==> src/rtl/pipe_stage_reg_pkg.sv <==
// Shared types for the core's elastic stage registers: the packed control word
// and the ID/EX payload layout whose width sizes the default data path.
package pipe_stage_reg_pkg;

  typedef struct packed {
    logic       reg_write;
    logic       mem_read;
    logic       mem_write;
    logic       mem_to_reg;
    logic       alu_src;
    logic       branch;
    logic       jump;
    logic [3:0] alu_op;
    logic [2:0] funct3;
    logic [1:0] rsvd;
  } ctrl_signals_t;

  // pc is word aligned, so only pc[31:2] travels down the pipe
  typedef struct packed {
    logic [29:0] pc_word;
    logic [31:0] rs1_data;
    logic [31:0] rs2_data;
    logic [23:0] imm;
    logic [4:0]  rs1_addr;
    logic [4:0]  rs2_addr;
    logic [4:0]  rd_addr;
  } idex_payload_t;

  localparam int CTRL_SIG_W  = $bits(ctrl_signals_t);
  localparam int IDEX_DATA_W = $bits(idex_payload_t);

endpackage

==> src/rtl/pipe_stage_reg.sv <==
// Elastic valid/ready pipeline stage: optional two-entry skid buffer with a
// flopped in_ready, flush-to-bubble, and a saturating stall-cycle counter.
module pipe_stage_reg
  import pipe_stage_reg_pkg::*;
#(
  parameter int CTRL_W  = CTRL_SIG_W,
  parameter int DATA_W  = IDEX_DATA_W,
  parameter bit SKID_EN = 1'b1,
  parameter int CNT_W   = 16
) (
  input  logic              clk,
  input  logic              rst_n,
  input  logic              flush,
  input  logic              in_valid,
  output logic              in_ready,
  input  logic [CTRL_W-1:0] in_ctrl,
  input  logic [DATA_W-1:0] in_data,
  output logic              out_valid,
  input  logic              out_ready,
  output logic [CTRL_W-1:0] out_ctrl,
  output logic [DATA_W-1:0] out_data,
  output logic [CNT_W-1:0]  stall_cnt,
  input  logic              clr_cnt
);

  logic              main_valid_q, main_valid_d;
  logic [CTRL_W-1:0] main_ctrl_q, main_ctrl_d;
  logic [DATA_W-1:0] main_data_q, main_data_d;
  logic [CNT_W-1:0]  stall_cnt_q, stall_cnt_d;
  logic              accept;
  logic              take;

  assign take      = main_valid_q && out_ready;
  assign out_valid = main_valid_q;
  assign out_ctrl  = main_valid_q ? main_ctrl_q : {CTRL_W{1'b0}};
  assign out_data  = main_data_q;
  assign stall_cnt = stall_cnt_q;

  if (SKID_EN) begin : g_skid
    logic              skid_valid_q, skid_valid_d;
    logic [CTRL_W-1:0] skid_ctrl_q, skid_ctrl_d;
    logic [DATA_W-1:0] skid_data_q, skid_data_d;
    logic              in_ready_q;

    assign in_ready = in_ready_q;
    assign accept   = in_valid && in_ready_q && !flush;

    // Next-state for the main/skid pair; {main,skid} encodes EMPTY/FULL/SKID
    always_comb begin
      main_valid_d = main_valid_q;
      main_ctrl_d  = main_ctrl_q;
      main_data_d  = main_data_q;
      skid_valid_d = skid_valid_q;
      skid_ctrl_d  = skid_ctrl_q;
      skid_data_d  = skid_data_q;
      if (flush) begin
        main_valid_d = 1'b0;
        skid_valid_d = 1'b0;
        main_ctrl_d  = {CTRL_W{1'b0}};
        skid_ctrl_d  = {CTRL_W{1'b0}};
      end else begin
        case ({main_valid_q, skid_valid_q})
          2'b00: begin
            if (accept) begin
              main_valid_d = 1'b1;
              main_ctrl_d  = in_ctrl;
              main_data_d  = in_data;
            end else begin
              main_valid_d = 1'b0;
            end
          end
          2'b10: begin
            if (accept && take) begin
              main_ctrl_d = in_ctrl;
              main_data_d = in_data;
            end else if (accept) begin
              skid_valid_d = 1'b1;
              skid_ctrl_d  = in_ctrl;
              skid_data_d  = in_data;
            end else if (take) begin
              main_valid_d = 1'b0;
            end else begin
              main_valid_d = 1'b1;
            end
          end
          2'b11: begin
            if (take) begin
              main_ctrl_d  = skid_ctrl_q;
              main_data_d  = skid_data_q;
              skid_valid_d = 1'b0;
            end else begin
              skid_valid_d = 1'b1;
            end
          end
          default: begin
            // skid without main cannot occur; drop both to resynchronise
            main_valid_d = 1'b0;
            skid_valid_d = 1'b0;
          end
        endcase
      end
    end

    // Skid entry and the flopped in_ready that mirrors its emptiness
    always_ff @(posedge clk or negedge rst_n) begin
      if (!rst_n) begin
        skid_valid_q <= 1'b0;
        skid_ctrl_q  <= {CTRL_W{1'b0}};
        skid_data_q  <= {DATA_W{1'b0}};
        in_ready_q   <= 1'b1;
      end else begin
        skid_valid_q <= skid_valid_d;
        skid_ctrl_q  <= skid_ctrl_d;
        skid_data_q  <= skid_data_d;
        in_ready_q   <= !skid_valid_d;
      end
    end
  end else begin : g_single
    assign in_ready = !main_valid_q || out_ready;
    assign accept   = in_valid && in_ready && !flush;

    // Single entry: a same-cycle take and accept simply replaces the entry
    always_comb begin
      main_valid_d = main_valid_q;
      main_ctrl_d  = main_ctrl_q;
      main_data_d  = main_data_q;
      if (flush) begin
        main_valid_d = 1'b0;
        main_ctrl_d  = {CTRL_W{1'b0}};
      end else if (accept) begin
        main_valid_d = 1'b1;
        main_ctrl_d  = in_ctrl;
        main_data_d  = in_data;
      end else if (take) begin
        main_valid_d = 1'b0;
      end else begin
        main_valid_d = main_valid_q;
      end
    end
  end

  // Stall counter: clear wins over increment, and it sticks at all-ones
  always_comb begin
    stall_cnt_d = stall_cnt_q;
    if (clr_cnt) begin
      stall_cnt_d = {CNT_W{1'b0}};
    end else if (main_valid_q && !out_ready && (stall_cnt_q != {CNT_W{1'b1}})) begin
      stall_cnt_d = stall_cnt_q + CNT_W'(1);
    end else begin
      stall_cnt_d = stall_cnt_q;
    end
  end

  // Main entry and stall counter registers
  always_ff @(posedge clk or negedge rst_n) begin
    if (!rst_n) begin
      main_valid_q <= 1'b0;
      main_ctrl_q  <= {CTRL_W{1'b0}};
      main_data_q  <= {DATA_W{1'b0}};
      stall_cnt_q  <= {CNT_W{1'b0}};
    end else begin
      main_valid_q <= main_valid_d;
      main_ctrl_q  <= main_ctrl_d;
      main_data_q  <= main_data_d;
      stall_cnt_q  <= stall_cnt_d;
    end
  end

endmodule

==> config.mk <==
export PLATFORM = sky130hd
export DESIGN_NAME = pipe_stage_reg
export DESIGN_NICKNAME = d
export VERILOG_FILES = /design/src/rtl/pipe_stage_reg_pkg.sv /design/src/rtl/pipe_stage_reg.sv
export SDC_FILE = /design/constraint.sdc
export NUM_CORES = 1
export LEC_CHECK = 0
export ABC_AREA = 1
export CORE_UTILIZATION = 55
export CTS_BUF_LIST = sky130_fd_sc_hd__clkbuf_16
export DETAILED_ROUTE_END_ITERATION = 16
export PLACE_DENSITY = 0.86
export SYNTH_ARGS = -nofsm -noshare
export SYNTH_HDL_FRONTEND = slang
export SYNTH_SLANG_ARGS = --single-unit
==> constraint.sdc <==
create_clock -name clk -period 4.95 [get_ports clk]
set_clock_uncertainty 0.05 [all_clocks]
set_input_delay 0.495 -clock clk [delete_from_list [all_inputs] [get_ports clk]]
set_output_delay 0.495 -clock clk [all_outputs]
set_load 0.005 [all_outputs]
== Word-level counts from Yosys, hierarchy flattened ==
Cells that the tools add are included.

* Register bits: 317
* Word-level logic and storage cells: 69

* $add $sub $neg: 1
* Eq/ne operators: 13
* Mux-type cells: 25
* Bitwise operators: 2
* Reductions and logical operators: 20

{| class="wikitable"
|+ Operators by type and width
! kind !! count
|-
| two-way mux 133 bit || 3
|-
| case mux 133 bit (3 select lines) || 1
|-
| two-way mux 16 bit || 10
|-
| case mux 16 bit (3 select lines) || 1
|-
| adder 16 x 1 -> 16 bit, second input constant || 1
|-
| != test 16 bit, second input constant || 1
|-
| != test 3 bit, second input constant || 5
|-
| != test 2 bit, second input constant || 5
|-
| two-way mux 1 bit || 8
|-
| AND reduction 4 bit || 2
|-
| logical AND 1 bit || 6
|-
| case mux 1 bit (3 select lines) || 2
|-
| AND reduction 3 bit || 2
|-
| nonzero test 2 bit || 3
|-
| AND reduction 5 bit || 1
|-
| == test 2 bit, second input constant || 2
|-
| nonzero test 4 bit || 1
|-
| logical NOT 1 bit || 3
|-
| nonzero test 3 bit || 1
|-
| logical NOT 2 bit || 1
|-
| NOT 1 bit || 2
|}

== Logic depth before layout (Yosys ltp) ==
Gate-level depths: netlist of the first run.

* Word-level depth: 7
* Gate-level depth with buffers: 11
* Gate-level depth less buffers: 9

== Least setup slack after synthesis of the first run ==
No wires, ideal clock.

* Path kind: register to register
* Start point: register main_valid_q (netlist: out_valid)
* End point: register main_data_q[53] (netlist: out_data[53])
* Setup time: 0.123 ns
* Arrival time: 1.681 ns
* Slack: 3.095 ns
* Cell stages (with the launch flop): 12
* Buffers on the path: 3
* Clock period less this slack: 1.855 ns
* Cells stage by stage: dfrtp_1 -> buf_4 -> inv_2 -> ha_1 -> inv_1 -> nor2_1 -> nor2_1 -> nand4_4 -> buf_6 -> buf_6 -> nand2_1 -> o21ai_2

* Word-level cells in the longest chain between the ends: 4

{| class="wikitable"
|+ Ends and longest elaborated chain
! what !! line !! text
|-
| start: declaration || pipe_stage_reg.sv:26 || <nowiki>logic main_valid_q, main_valid_d;</nowiki>
|-
| start signal: assignment || pipe_stage_reg.sv:162 || <nowiki>main_valid_q <= main_valid_d;</nowiki>
|-
| logical AND 1 bit || pipe_stage_reg.sv:33 || <nowiki>assign take = main_valid_q && out_ready;</nowiki>
|-
| logical AND 1 bit || pipe_stage_reg.sv:73 || <nowiki>if (accept && take) begin</nowiki>
|-
| != test 2 bit (no source line) || n/a ||
|-
| AND reduction 5 bit (no source line) || n/a ||
|-
| end signal: assignment || pipe_stage_reg.sv:159 || <nowiki>main_data_q <= {DATA_W{1'b0}};</nowiki>
|-
| end signal: assignment || pipe_stage_reg.sv:164 || <nowiki>main_data_q <= main_data_d;</nowiki>
|-
| end: declaration || pipe_stage_reg.sv:28 || <nowiki>logic [DATA_W-1:0] main_data_q, main_data_d;</nowiki>
|}

Parallel ways exist; a longest one is shown, timed or not.
A chain may end at the register's enable or synchronous reset.

== Final worst setup path of the first run ==
* Start point: register main_valid_q (netlist: out_valid)
* End point: register main_ctrl_q[4]

* Word-level cells in the longest chain between the ends: 4

{| class="wikitable"
|+ Ends and longest elaborated chain
! what !! line !! text
|-
| logical AND 1 bit || pipe_stage_reg.sv:33 ||
|-
| logical AND 1 bit || pipe_stage_reg.sv:73 ||
|-
| != test 3 bit (no source line) || n/a ||
|-
| AND reduction 4 bit (no source line) || n/a ||
|-
| end signal: assignment || pipe_stage_reg.sv:158 || <nowiki>main_ctrl_q <= {CTRL_W{1'b0}};</nowiki>
|-
| end signal: assignment || pipe_stage_reg.sv:163 || <nowiki>main_ctrl_q <= main_ctrl_d;</nowiki>
|-
| end: declaration || pipe_stage_reg.sv:27 || <nowiki>logic [CTRL_W-1:0] main_ctrl_q, main_ctrl_d;</nowiki>
|}

Parallel ways exist; a longest one is shown, timed or not.

==> results of run 1 <==
-- kinds of logic after synthesis --
logic type | Yosys count | share of synthesized area, %
compound gates | 319 | 14.2
xor+xnor | 4 | 0.241
fa+ha+maj | 5 | 0.431
buf+inv | 204 | 7.55
flops | 317 | 54.7
mux | 136 | 9.97
simple gates | 448 | 12.9
-- report_power, final --
part,switching [W],leakage [nW],internal (W)
logic,0.000930,4.00,0.00126
registers,0.000452,3.99,0.00343
clock network,0.000996,0.563,0.00145
total,0.00238,8.56,0.00613
-- flip-flops by register name, indices dropped and copies added, names as in the netlist --
signal and count:
stall_cnt 16, out_data 133, g_skid.skid_ctrl_q 16, out_valid 1, g_skid.skid_valid_q 1, g_skid.skid_data_q 133
main_ctrl_q 16, in_ready 1
-- per-layer routing --
metal	up-vias	track usage, %	share of wire, %
met5	-	0	0
met4	0	10.0	4.1
met3	83	5.75	7.0
met2	367	39.5	48
met1	5297	31.4	41
li1	5276	-	-
-- area by class of cell --
cell class	count	area, µm²
Tap cell	335	419
Timing Repair Buffer	329	3320
Inverter	117	443
Antenna cell	2	5.00
Fill cell	1843	7280
Multi-Input combinational cell	912	5500
Clock inverter	24	160
Clock buffer	37	926
Sequential cell	317	7930
-- metrics by stage --
step	cell area (µm²)	power, W	cells
after CTS	18700	0.00859	2071
after floorplan	14500	0.00491	1433
after global routing	18700	0.00899	2071
after detailed placement	17600	0.00611	2010
final	18700	0.00851	2073
after global placement	17600	0.00597	2010
-- Yosys cell counts, types with 2 or more instances --
master | n | area [µm²]
sky130_fd_sc_hd__nand2_2 | 4 | 25.0
sky130_fd_sc_hd__nand4_1 | 17 | 106
sky130_fd_sc_hd__a21oi_1 | 2 | 10.0
sky130_fd_sc_hd__o21ai_1 | 52 | 260
sky130_fd_sc_hd__nor2_2 | 3 | 18.8
sky130_fd_sc_hd__nand3b_1 | 2 | 15.0
sky130_fd_sc_hd__inv_1 | 114 | 428
sky130_fd_sc_hd__buf_6 | 36 | 405
sky130_fd_sc_hd__mux2i_1 | 68 | 681
sky130_fd_sc_hd__nand3_1 | 29 | 145
sky130_fd_sc_hd__inv_2 | 2 | 7.51
sky130_fd_sc_hd__clkbuf_1 | 13 | 48.8
sky130_fd_sc_hd__or2_2 | 2 | 12.5
sky130_fd_sc_hd__a22oi_1 | 16 | 120
sky130_fd_sc_hd__o21ai_2 | 111 | 972
sky130_fd_sc_hd__nor2_1 | 21 | 78.8
sky130_fd_sc_hd__buf_2 | 34 | 170
sky130_fd_sc_hd__nand2_4 | 2 | 22.5
sky130_fd_sc_hd__ha_1 | 5 | 62.6
sky130_fd_sc_hd__dfrtp_1 | 316 | 7910
sky130_fd_sc_hd__nand2_1 | 360 | 1350
sky130_fd_sc_hd__mux2_2 | 68 | 766
sky130_fd_sc_hd__xor2_1 | 4 | 35.0
sky130_fd_sc_hd__buf_4 | 4 | 30.0
sky130_fd_sc_hd__nor2_4 | 4 | 45.0
sky130_fd_sc_hd__o21bai_1 | 2 | 15.0
sky130_fd_sc_hd__o21ai_0 | 136 | 681
-- path summary, 6_finish.rpt --
path	startpoint	endpoint	slack [ps]	cells after the start
min in group clk	out_data[61]	out_data[61]	430	2
max	out_valid	main_ctrl_q[4]	1340	5
min	rst_n	out_data[2]	30	1
max reg2reg	out_valid	main_ctrl_q[4]	1340	5
max in group asynchronous	rst_n	out_data[10]	3540	2
min reg2reg	out_data[61]	out_data[61]	430	2
==> summary.log, run 1 <==
[synthesis] predominant post-synthesis flop cell sky130_fd_sc_hd__dfrtp_1
[flow_run] number of max-capacitance violations reported 0
[global_routing] antenna violations before repair 1
[place] worst-case setup slack after placement 1320 ps
[synthesis] Cell variety after synth 33
[place] final weighted congestion of routability-driven global placement 0.939
[clock_network] Clock Latency Late Sink 490 ps
[sta] final cycle utilization of the critical path 72.9%
[clock_network] Clk pin slew, worst setup/hold paths 60 ps
[critical_path] Critical Path Sink Type flop
[place] final HPWL from detailed placement 22,400 µm
[floorplanning] floorplan die height 164 µm
[finish] most common cell after layout, fill and taps aside sky130_fd_sc_hd__nand2_1
[synthesis] cell area after technology mapping 14,500 µm²
[critical_path] critical path start-end classification flop to flop
[finish] Layout Area Growth over Synthesis 28.9%
[sta] worst slew pin tran 1210 ps
[global_routing] global route overflow 0
[clock_network] root buffer selected by CTS sky130_fd_sc_hd__clkbuf_16
[finish] Post-Route Utilization 72.0%
[floorplanning] boundary pin count 322
[synthesis] proportion of register bits with asynchronous set or reset after synthesis 100%
[critical_path] signal arrival time at the worst endpoint 3920 ps
[sta] final count of pins violating max slew 0
[sta] final count of negative-setup-slack endpoints 0
[clock_network] clock tree from TritonCTS done
[finish] most frequent cells in the layout 360 x sky130_fd_sc_hd__nand2_1, 320 x sky130_fd_sc_hd__clkdlybuf4s50_1, 316 x sky130_fd_sc_hd__dfrtp_1
[routing] DRC Markers 0
[sta] Final Hold Violating Endpoints 0
[power] total leakage power 8.56 nW
[routing] post-DR vias/cell 5.32
[synthesis] Yosys warning total 0
[sta] crit path time final 3610 ps
[critical_path] kind of cell adding the most delay to the critical path simple AND/OR/NAND/NOR gates
[critical_path] maximum net fanout on the critical path 82
[clock_network] maximum clock insertion buffer count 3
[critical_path] Crit path buffers/inverters 1
[clock_network] number of sinks on the clock net 317
[critical_path] biggest cell delay along the critical path 910 ps
[global_routing] via count of the first global-routing pass 10,500
[sta] total negative setup slack 0 ps
[global_routing] largest net degree at the start of global routing 144
[power] Max VDD drop 0.366 mV
[floorplanning] std cell rows 59
[critical_path] cells along the critical path ha_4, clkinv_2, nor2_2, a22oi_1, o21ai_0
[floorplanning] Starting Density 55.8%
[floorplanning] core box area 26,000 µm²
[global_routing] global-route wire length before repair 52,700 µm
[sta] final setup slack of the worst path 1340 ps
[routing] overall routed net length 33,600 µm
[synthesis] Mean Syn Cell Area 10.1 µm²
[synthesis] post-synthesis sequential element count 317
[sta] worst relative slew slack 19.4%
[routing] drt first-iter violations 793
[finish] fraction of final layout cells with drive strength greater than 1 15.0%
[synthesis] sequential-to-total area share from yosys stat 54.7%
[sta] achievable clock frequency 277 MHz
[synthesis] net count after synthesis 1,593
[clock_network] setup fix buffers added after clock tree synthesis 0
[critical_path] library cell contributing the largest single delay on the critical path sky130_fd_sc_hd__nor2_2
[place] PortBufs 321
[synthesis] number of standard cells after synthesis 1,433
[clock_network] post-cts resize count 0
[routing] Pre-antenna DRT Iters 5
[routing] post-route ant nets 0
[run_status] result of the run finished, final reports clean
[sta] unrepaired setup endpoints after global routing false
[routing] number of vias in the routed layout 11,000
[clock_network] clock buffer count from CTS 34
[critical_path] CP required 5260 ps
[clock_network] count of hold buffers inserted by post-cts repair 0
[routing] WL per Instance 16.2 µm
[floorplanning] Die Outline Area 27,000 µm²
[global_routing] total global routing track utilization 24.3%
[power] P per Cell Area 455 nW/µm²
[worst_hold_path] type of the tightest min-delay check input pin to async pin
[critical_path] Worst Setup Start Kind flop
[sta] Final Hold Slack 33.7 ps
[finish] nets@finish 1,871
[floorplanning] die span in x 164 µm
[clock_network] # H-tree levels 2
[synthesis] number of enable-type register cells in the synthesized netlist 0
Note: power is estimated with default switching activity, not from simulation.
==> run 2: changes to the inputs <==
CORE_UTILIZATION = 51   (was 55)
PLACE_DENSITY = 0.81   (was 0.86)
clock period = 3.75 ns   (was 4.95 ns; I/O delays follow)
==> summary.log, run 2 (synthesis gave the netlist of run 1 again) <==
[sta] final count of negative-setup-slack endpoints 0 [unchanged]
[clock_network] Clock Latency Late Sink 500 ps [about the same]
[finish] Register Area 7930 µm² [unchanged]
[place] final HPWL from detailed placement 22,500 µm [+0.39%]
[finish] combined area of the multi-input logic cells 5500 µm² [unchanged]
[floorplanning] std cell rows 61 [+3.4%]
[critical_path] critical path start-end classification flop to flop
[routing] post-DR vias/cell 5.14 [-3.4%]
[sta] worst relative slew slack 46.7% [+27 points]
[routing] overall routed net length 33,500 µm [-0.29%]
[critical_path] origin of the critical flop-to-flop path g_skid.skid_valid_q
[worst_hold_path] Hold Path Stages 3
[finish] Layout Area Growth over Synthesis 30.4%
[finish] most frequent cells in the layout 360 x sky130_fd_sc_hd__nand2_1, 320 x sky130_fd_sc_hd__clkdlybuf4s50_1, 316 x sky130_fd_sc_hd__dfrtp_1
[floorplanning] core box area 27,900 µm² [+7.2%]
[floorplanning] floorplan die height 171 µm [+3.8%]
[sta] Final Hold Slack 398 ps [+365 ps]
[worst_hold_path] start point of the worst min-delay path in_data[111]
[clock_network] clock tree from TritonCTS done
[clock_network] maximum clock insertion buffer count 3 [unchanged]
[floorplanning] boundary pin count 322 [unchanged]
[routing] Pre-antenna DRT Iters 6 [+1]
[critical_path] cells along the critical path inv_1, ha_1, nand2_2, inv_4, nand2_8, buf_12, nand2_1, o21ai_0
[global_routing] via count of the first global-routing pass 10,600 [+0.77%]
[critical_path] Worst Setup Start Kind flop
[finish] most common cell after layout, fill and taps aside sky130_fd_sc_hd__nand2_1
[routing] drt first-iter violations 666 [-16%]
[sta] crit path time final 2580 ps [-1030 ps]
[power] Internal 0.00811 W [+32%]
[clock_network] # H-tree levels 2 [unchanged]
[power] Gate power share 25.9% [+0.2 points]
[floorplanning] Starting Density 52.1% [-3.8 points]
[power] total leakage power 8.64 nW [+0.92%]
[power] Clk pwr share 28.6% [about the same]
[global_routing] global-route wire length before repair 53,500 µm [+1.7%]
[floorplanning] die span in x 171 µm [+3.8%]
[global_routing] antenna violations before repair 0 [-1]
[critical_path] Critical Path Sink Type flop
[finish] Filler Cell Count 2,107 [+14%]
[sta] Final Hold Violating Endpoints 0 [unchanged]
[critical_path] Register-to-Register Path Depth 8 [+3]
[sta] final count of pins violating max slew 0 [unchanged]
[global_routing] largest net degree at the start of global routing 131 [-9.0%]
[worst_hold_path] Worst Hold Endpoint g_skid.skid_data_q[111]
[critical_path] capturing point of the worst reg2reg path g_skid.skid_data_q[72]
[place] PortBufs 321 [unchanged]
[routing] post-route ant nets 0 [unchanged]
[critical_path] signal arrival time at the worst endpoint 2890 ps [-1030 ps]
[clock_network] root buffer selected by CTS sky130_fd_sc_hd__clkbuf_16
[critical_path] maximum net fanout on the critical path 112 [+37%]
[power] Max VDD drop 0.459 mV [+25%]
[clock_network] post-cts resize count 0 [unchanged]
[critical_path] Crit path buffers/inverters 3 [+2]
[finish] fin area 18,900 µm² [+1.1%]
[sta] final cycle utilization of the critical path 68.8% [-4.1 points]
[flow_run] number of max-capacitance violations reported 0 [unchanged]
[clock_network] setup fix buffers added after clock tree synthesis 0 [unchanged]
[clock_network] Clk pin slew, worst setup/hold paths 60 ps [about the same]
[sta] unrepaired setup endpoints after global routing false
[critical_path] biggest cell delay along the critical path 430 ps [-480 ps]
[critical_path] CP required 4060 ps [-1200 ps]
[critical_path] kind of cell adding the most delay to the critical path buffers and inverters
[place] final weighted congestion of routability-driven global placement 0.843 [-10%]
[finish] fraction of final layout cells with drive strength greater than 1 15.2% [+0.23 points]
[worst_hold_path] type of the tightest min-delay check input pin to flop
[global_routing] global route overflow 0 [unchanged]
[clock_network] number of sinks on the clock net 317 [unchanged]
[floorplanning] Die Outline Area 29,100 µm² [+7.7%]
[routing] number of vias in the routed layout 10,900 [-1.1%]
[power] P per Cell Area 594 nW/µm² [+30%]
[run_status] result of the run finished, final reports clean
[sta] worst slew pin tran 799 ps [-407 ps]
[power] reported net switching power 0.00312 W [+31%]
[power] switching portion of total power 27.8% [-0.17 points]
[place] area after detailed placement 17,800 µm² [+1.3%]
[sta] total negative setup slack 0 ps [unchanged]
[routing] WL per Instance 15.8 µm [-2.6%]
[global_routing] total global routing track utilization 23.0% [-1.4 points]
[sta] achievable clock frequency 388 MHz [+40%]
[critical_path] register-to-register path setup slack 1170 ps [-170 ps]
[finish] nets@finish 1,883 [+0.64%]
[power] sequential group share of total power 45.5% [about the same]
[clock_network] clock buffer count from CTS 35 [+2.9%]
[routing] DRC Markers 0 [unchanged]
[critical_path] library cell contributing the largest single delay on the critical path sky130_fd_sc_hd__dfrtp_1
run 2: cell count changes in the layout (fill, tap and decap cells not counted):
cell / before / now
sky130_fd_sc_hd__inv_6: 1 / 0
sky130_fd_sc_hd__diode_2: 2 / 1
sky130_fd_sc_hd__buf_4: 5 / 7
sky130_fd_sc_hd__inv_1: 120 / 122
sky130_fd_sc_hd__clkinvlp_4: 1 / 2
sky130_fd_sc_hd__clkinv_2: 8 / 3
sky130_fd_sc_hd__clkinv_1: 6 / 5
sky130_fd_sc_hd__dlygate4sd3_1: 0 / 1
sky130_fd_sc_hd__buf_12: 3 / 11
run 2: metrics by stage:
step	setup WS (ps)	util, %	cells	total power [W]
2_1_floorplan	1900	-	1433	0.00649
6_report	1170	67.9	2122	0.0112
4_1_cts	1260	67.9	2121	0.0113
3_5_place_dp	943	64.0	2063	0.00808
5_1_grt	1050	67.9	2121	0.0119
3_3_place_gp	1040	64.0	2063	0.00793
run 2: routing by layer:
metal | vias to the layer above | track usage (%) | wire, µm | part of all wire (%)
met2 | 298 | 37.2 | 16100 | 48
met4 | 0 | 8.66 | 1160 | 3.5
met3 | 71 | 5.44 | 2240 | 6.7
met5 | - | 0 | 0 | 0
li1 | 5301 | - | - | -
met1 | 5227 | 30.0 | 13900 | 42
run 2: worst max-delay path by stage:
stage | startpoint | to | slack [ps] | depth (start not counted)
final | g_skid.skid_valid_q | g_skid.skid_data_q[72] | 1170 | 8
after global routing | in_ready | main_ctrl_q[15] | 1050 | 8
after CTS | g_skid.skid_valid_q | g_skid.skid_data_q[72] | 1260 | 8
after detailed placement | flush | main_ctrl_q[15] | 940 | 8
after global placement | flush | main_ctrl_q[15] | 1040 | 8
after floorplan | out_valid | out_data[53] | 1900 | 11
run 2: area by class of cell:
cell class                      count  share of cell area (%)
Sequential cell                   317                    41.9
Multi-Input combinational cell    912                    29.1
Timing Repair Buffer              340                    18.5
Clock buffer                       37                    4.89
Tap cell                          378                    2.50
Inverter                          117                    2.34
Clock inverter                     20                   0.728
Antenna cell                        1                  0.0132
run 2: tightest hold or removal path, cell delays in order:
cell	delay, ps
sky130_fd_sc_hd__clkdlybuf4s50_1	400
sky130_fd_sc_hd__inv_1	70
sky130_fd_sc_hd__o21ai_1	60
run 2: power by group through the flow:
stage | combinational (W) | sequential (W) | clock, W
finish | 0.00291 | 0.00511 | 0.00321
global route | 0.00320 | 0.00524 | 0.00343
CTS | 0.00295 | 0.00511 | 0.00329
detailed placement | 0.00293 | 0.00515 | 0
global placement | 0.00283 | 0.00510 | 0
floorplan | 0.00142 | 0.00507 | 0
run 2: what timing repair did:
action | in CTS | in global routing
hold buffers | 1 | 0
endpoints found under the hold margin | 95 | 0
endpoints found under the setup margin | 0 | 0
